`config.mk`:
```
export PLATFORM = sky130hd
export DESIGN_NAME = pending_req_scheduler
export DESIGN_NICKNAME = d
export VERILOG_FILES = /design/src/rtl/pending_req_sched_pkg.sv /design/src/rtl/pending_req_scheduler_priority_encoder.sv /design/src/rtl/pending_req_scheduler.sv
export SDC_FILE = /design/constraint.sdc
export NUM_CORES = 1
export LEC_CHECK = 0
export ABC_AREA = 0
export BUFFER_PORTS_ARGS = -buffer_cell sky130_fd_sc_hd__buf_2
export CAP_MARGIN = 20
export CORE_UTILIZATION = 51
export DETAILED_ROUTE_END_ITERATION = 7
export GPL_TIMING_DRIVEN = 0
export PLACE_DENSITY = 0.87
export RECOVER_POWER = 25
export SLEW_MARGIN = 20
export SYNTH_ARGS = -nofsm -noshare
export SYNTH_HDL_FRONTEND = slang
export SYNTH_SLANG_ARGS = --single-unit
```
`constraint.sdc`:
```
create_clock -name clk -period 2.27 [get_ports clk]
set_input_delay 0.3405 -clock clk [delete_from_list [all_inputs] [get_ports clk]]
set_output_delay 0.3405 -clock clk [all_outputs]
set_load 0.005 [all_outputs]
```
`src/rtl/pending_req_sched_pkg.sv`:
```
// pending_req_sched_pkg: shared controller state enum and default request width.
package pending_req_sched_pkg;
    localparam int DEFAULT_WIDTH = 32;
    typedef enum logic {IDLE, HOLD} state_t;
endpackage

```
`src/rtl/pending_req_scheduler_priority_encoder.sv`:
```
// priority_encoder: combinational lowest-set-bit selector (one-hot and binary index).
module priority_encoder #(
    parameter int WIDTH   = 32,
    parameter int WIDTH_W = $clog2(WIDTH)
) (
    input  logic [WIDTH-1:0]   id,
    output logic               od_valid,
    output logic [WIDTH-1:0]   od_filt,
    output logic [WIDTH_W-1:0] od_bin
);
    assign od_valid = |id;
    // Two's complement isolates the lowest set bit.
    assign od_filt = id & (~id + 1'b1);
    always_comb begin
        od_bin = '0;
        for (int i = WIDTH - 1; i >= 0; i--)
            if (id[i]) od_bin = WIDTH_W'(i);
    end
endmodule

```
`src/rtl/pending_req_scheduler.sv`:
```
// pending_req_scheduler: sticky request register with fixed-priority grant output stage.
// Optional accepted-grant counter od_cnt is enabled by macro PENDING_REQ_SCHED_CNT_EN.
module pending_req_scheduler
    import pending_req_sched_pkg::*;
#(
    parameter int WIDTH   = DEFAULT_WIDTH,
    parameter int WIDTH_W = $clog2(WIDTH)
) (
    input  logic               clk,
    input  logic               rst,
    input  logic               id_valid,
    input  logic [WIDTH-1:0]   id,
    output logic               od_valid,
    input  logic               od_ready,
    output logic [WIDTH-1:0]   od_onehot,
    output logic [WIDTH_W-1:0] od_bin,
    output logic [WIDTH-1:0]   pend,
`ifdef PENDING_REQ_SCHED_CNT_EN
    output logic [15:0]        od_cnt,
`endif
    output logic               busy
);
    state_t               state;
    logic                 win_valid;
    logic [WIDTH-1:0]     win_filt;
    logic [WIDTH_W-1:0]   win_bin;
    logic                 free;
    logic                 load;

    priority_encoder #(.WIDTH(WIDTH), .WIDTH_W(WIDTH_W)) u_pe (
        .id       (pend),
        .od_valid (win_valid),
        .od_filt  (win_filt),
        .od_bin   (win_bin)
    );

    assign od_valid = state == HOLD;
    assign free     = !od_valid || od_ready;
    assign load     = free && win_valid;
    assign busy     = (|pend) | od_valid;

    // New requests are ORed after the winner is cleared so a same-edge re-request survives.
    always_ff @(posedge clk or posedge rst) begin
        if (rst) begin
            state     <= IDLE;
            pend      <= '0;
            od_onehot <= '0;
            od_bin    <= '0;
        end else begin
            pend <= (load ? pend & ~win_filt : pend) | (id_valid ? id : '0);
            if (free) state <= win_valid ? HOLD : IDLE;
            if (load) begin
                od_onehot <= win_filt;
                od_bin    <= win_bin;
            end
        end
    end

`ifdef PENDING_REQ_SCHED_CNT_EN
    always_ff @(posedge clk or posedge rst) begin
        if (rst) od_cnt <= '0;
        else if (od_valid && od_ready) od_cnt <= od_cnt + 1'b1;
    end
`endif
endmodule

```
======== After elaboration in Yosys (flattened, before gate mapping) ========
Cells that the tools add are included.
cells by class
  $add $sub $neg .......................... 1
  multipliers ............................. 0
  divide/modulo/power cells ............... 0
  order comparisons ....................... 0
  equal/unequal tests ..................... 0
  shifts and indexed selects .............. 0
  mux-type cells .......................... 35
  bitwise operators ....................... 6
  reductions and logical operators ........ 4
operators with widths
  cell                                                              number
  5-bit two-way mux                                                 32
  32-bit bitwise AND                                                2
  32-bit two-way mux                                                2
  32-bit inverter                                                   2
  32-bit by 1-bit adder with 32-bit output (second input constant)  1
  32-bit OR                                                         1
  32-bit OR reduction                                               1
  1-bit logical AND                                                 1
  1-bit logical NOT                                                 1
  1-bit logical OR                                                  1
  1-bit two-way mux                                                 1
  1-bit OR                                                          1
word-level totals
  register bits ........................... 70
  bits in latches ......................... 0
  memory bits (writable) .................. 0
  memory bits (read-only) ................. 0
  output and inout bits ................... 71
  memories kept ........................... 0

======== Logic depth before layout (Yosys ltp) ========
  word-level depth ........................ 32
  gate-level depth with buffers ........... 8
  gate-level depth less buffers ........... 5

======== Cells and area by module ========
From an unflattened synthesis, not the netlist that was laid out.
second synthesis, totals
  cell total of the unflattened synthesis .. 315
  area total of the unflattened synthesis .. 3,515.9 µm²
by module, submodules not included
  module                 times used  cells each  area each (µm²)  sequential area each (µm²)
  pending_req_scheduler  1           201         2,778.9          1,751.7
  priority_encoder       1           114         737.0            0.0

======== Least setup slack after synthesis ========
OpenSTA, ideal clock, no wires.
  path type ............................... register to register
  start point ............................. reg pend[11]
  end point ............................... reg pend[31]
  setup time .............................. 121 ps
  arrival ................................. 1,833 ps
  setup slack ............................. 316 ps
  stages on the path, launching flop included .. 9
  clock period less this slack ............ 1,954 ps
  cell sequence ........................... dfrtp_1 > buf_2 > nor4_4 > and4_1 > buf_4 > and4_1 > buf_4 > nand4_1 > a22o_1
on the way
  word-level cells in the longest chain between the ends .. 7
  elaborated cells between the ends (all ways) .. 9
  those cells by class .................... add/sub (1); mux (1); bitwise (5); reduce/logical (2)
RTL lines
  element                                   line                                          text
  start: declaration                        pending_req_scheduler.sv:17                   output logic [WIDTH-1:0] pend,
  start signal: assignment                  pending_req_scheduler.sv:50                   pend <= (load ? pend & ~win_filt : pend) | (id_valid ? id : '0);
  32-bit inverter                           pending_req_scheduler_priority_encoder.sv:13  assign od_filt = id & (~id + 1'b1);
  32-bit by 1-bit adder with 32-bit output  pending_req_scheduler_priority_encoder.sv:13
  32-bit bitwise AND                        pending_req_scheduler_priority_encoder.sv:13
  32-bit inverter                           pending_req_scheduler.sv:50
  32-bit bitwise AND                        pending_req_scheduler.sv:50
  32-bit two-way mux (*)                    pending_req_scheduler.sv:50
  32-bit OR (*)                             pending_req_scheduler.sv:50
Every way passes the cells marked *; elsewhere a longest branch is shown, timed or not.
A chain may end at the register's enable or synchronous reset.

======== Worst setup path in the final report ========
  start point ............................. reg pend[30]
  end point ............................... out busy
on the way
  word-level cells in the longest chain between the ends .. 2
RTL lines
  element              line                         text
  32-bit OR reduction  pending_req_scheduler.sv:40  assign busy = (|pend) | od_valid;
  1-bit OR             pending_req_scheduler.sv:40
  end: declaration     pending_req_scheduler.sv:21  output logic busy
Every way passes these cells.

==> impl_results.md <==
- Post-route setup TNS: 0 ns
- Worst r2r dst: pend[31]
- Die area: 6920 sq um
- HP Start: id[4]
- Worst EP required: 1.93 ns
- WL met3: 716 microns
- Levels on crit path: 4
- Met2 Routed Length: 4790 microns
- H-tree depth: 3
- Crit-path cells: nor4_4 -> nand4_1 -> or3_1 -> buf_2
- Vias in the first global route: 3,169
- Fin util: between 60% and 70%
- Max Fanout on Critical Path: 8
- Met1 wire length: 4250 microns
- Layout cells sized above 1: a little over a third
- Drt pass-1 iters: 5
- CP Launch Type: flip-flop
- Highest metal layer with signal wires: met4
- FILL cells: 500
- Worst IR Drop VDD: 414 uV
- Max Freq: 443 MHz
- Leak pwr: 2.15 nW
- Depth of the worst register-to-register path: 6
- Core ar.: 6350 sq um
- Clk pwr share: 37.0%
- Critical R2R Launch: pend[16]
- Tightest Pin Transition: 1.30 ns
- R2R Setup Slk: 0.07 ns
- Largest net degree at the start of global routing: 43
- DP Cell Count: 536
- PD cells: 545 nW/um^2
- Via count: about 3,400
- DR DRC count: 0
- Slew Limit Fails: 0
- Combinational fraction of design power: 8.4%
- Post-synth top flop: dfrtp_1
- Initial core utilization: 52.9%
- Area growth syn-to-layout: 30.9%
- Crit path max-delay family: simple AND/OR/NAND/NOR gates
- Total power: 0.00240 W
- Via density: just over 6
- Arrival time at the worst endpoint: 1.91 ns
- Syn Nets: 388
- Switching power: 0.000605 W
- Post-synth ARST share: 100%
- IO buf count: 106
- CTS tree: built
- Clk sink count: 70
- Synth area leaders: dfrtp_1, nand2_1, a22o_1
- Max Buffers Root-to-Sink: 2
- GPL Wtd Cong: 0.899
- Fin cells: roughly 560
- TritonCTS Buffers: 9
- Yosys cell types: 45
- Die X-Extent: 83.2 microns
- Iteration-0 DRC Markers: 245
- Min Tclk post-route: 2.26 ns
- Post-synthesis sequential area ratio: 52.1%
- Syn Inst Count: ~350
- Post-DP HPWL: between 6000 and 7000 microns
- Int Pwr: 0.00179 W
- CP Class: reg -> out
- Post-DRT Antenna Nets: 0
- Reg clk slew, reported paths: approximately 0.070 ns
- Synthesized flop and latch total: 70
- Skew final: 0.00705 ns
- Drt wl/cell: 17.8 microns
- First-pass GRT wire length: around 16,000 microns
- EDFF count, synth: 0
- Drt total wl: 9990 microns
- Worst skew pair latency: 0.35 ns
- Hold Crit Endpoint: pend[4]
- Hold depth: 3
- Worst Path Buf+Inv: 1
- Initial antenna violation count: 0
- I/O Pins: 107
- Status: finished clean
- Ant. Diodes: 0
- Max_slew headroom: 13.1%
- Cell area after synthesis: between 3000 and 4000 sq um
- Critical path's slowest cell: dfrtp_2
- Final hold vios: 0
- Total track usage: between 20% and 30%
- # Max-Cap Violations: 0
- Final setup viols: 0
- Sequential share of power: 54.6%
- Synth area leader: dfrtp_1
- Hold WC Path Type: in -> reg
- Syn avg cell area: 9.55 sq um
- Total gr overflow: 0
- CTS root buf: clkbuf_8
- Biggest cell delay along the critical path: about 0.48 ns
- Final #Nets: 519
- RSZ-0062 raised after global routing: yes
- Yosys top cell area share: a little over half
- Crit end category: primary output
- Synth warnings: 0
- Std-Cell Rows: 29
- Die height: 83.2 microns
- Fin crit share: 99.4%
- Switching part of the total: 25.3%
-- sequential cells by signal (all words and copies together) (netlist names) --
register and flops:
pend 32, od_valid 1, od_bin 5, od_onehot 32
-- logic make-up (layout without fill, tap and decap cells) --
logic type             Yosys count  count (layout)  share of synthesized area, %
AND/OR/NAND/NOR                165             165                          24.6
AO/OA/AOI/OAI                   84              84                          17.9
buffers and inverters           31             164                          4.73
multiplexers                     2               2                         0.633
flip-flops                      70              70                          52.1
-- worst min-delay path: cells and delay by family --
| family | cells | cell delay, ns |
|---|---|---|
| buf+inv | 1 | 0.08 |
| simple gates | 2 | 0.09 |
-- worst max-delay path by stage --
stage	from	to	slack, ns
6_report	pend[30]	busy	0.01
2_1_floorplan	rst	od_bin[0]	0.16
3_3_place_gp	rst	od_onehot[31]	-0.62
3_5_place_dp	pend[4]	od_onehot[9]	-0.07
5_1_grt	pend[18]	busy	-0.06
4_1_cts	pend[4]	busy	0.0006
-- per-layer routing --
metal  up-vias  global-route usage [%]
met4         0                    10.5
met3        28                    8.25
met2       175                    44.9
met5         -                       0
met1      1677                    40.6
li1       1537                       -
-- power groups by stage --
stage	Sequential, W	Clock (W)	Combinational [W]
final	0.00131	0.000887	0.000201
after global routing	0.00131	0.000954	0.000221
after floorplan	0.00132	0	0.0000975
after global placement	0.00133	0	0.000189
after detailed placement	0.00133	0	0.000198
after CTS	0.00131	0.000891	0.000201
-- cell usage in the layout (no fill, tap or decap), drive strengths merged, types with 2 or more instances in the layout --
master,n
a211oi,3
o41ai,3
o21bai,2
o31ai,5
or3,4
and3,2
a2111oi,3
clkbuf,15
nor3,8
nand4,8
o21ai,31
clkinv,2
nand2b,2
a21oi,4
nor2b,2
or2,2
nor4,11
nand2,82
dfrtp,70
nand3,13
and4,3
a32o,5
inv,12
a22oi,2
buf,133
or4,6
nor2,21
a22o,20
-- Yosys cell counts, types with 4 or more instances --
cell type  number
a22o_1         20
a32o_1          5
buf_2           7
buf_4           5
clkbuf_1        4
dfrtp_1        70
inv_1          13
nand2_1        82
nand3_1        13
nand4_1         8
nor2_1         20
nor3_1          8
nor4_1          6
o21ai_0        27
o31ai_1         5
or3_1           4
or4_1           5
-- layout make-up --
| cell class | count | area [sq um] | area share, % |
|---|---|---|---|
| sequential | 70 | 1760 | 40.0 |
| multi-input combinational | 251 | 1550 | 35.2 |
| clock inverter | 2 | 10.0 | 0.228 |
| tap | 77 | 96.3 | 2.19 |
| buffer | 18 | 134 | 3.04 |
| clock buffer | 11 | 151 | 3.44 |
| timing repair buffer | 120 | 651 | 14.8 |
| inverter | 13 | 50.0 | 1.14 |
-- repair_timing --
item | in CTS | in global routing
hold buffers | 1 | 0
setup buffers | 4 | 8
hold endpoints to repair | 28 | 0
pin swaps | 5 | 6
gates resized for setup | 9 | 21
setup endpoints to repair | 34 | 24
-- metrics by stage --
stage                     instance area, sq um  hold WS [ns]  setup slack (ns)
after floorplan                           3360         0.450             0.161
after global placement                    3990         0.449            -0.621
after detailed placement                  4010         0.353           -0.0720
after CTS                                 4280         0.181          0.000580
after global routing                      4400         0.182           -0.0574
final                                     4400         0.187            0.0147
(Power assumes the default switching activity.)
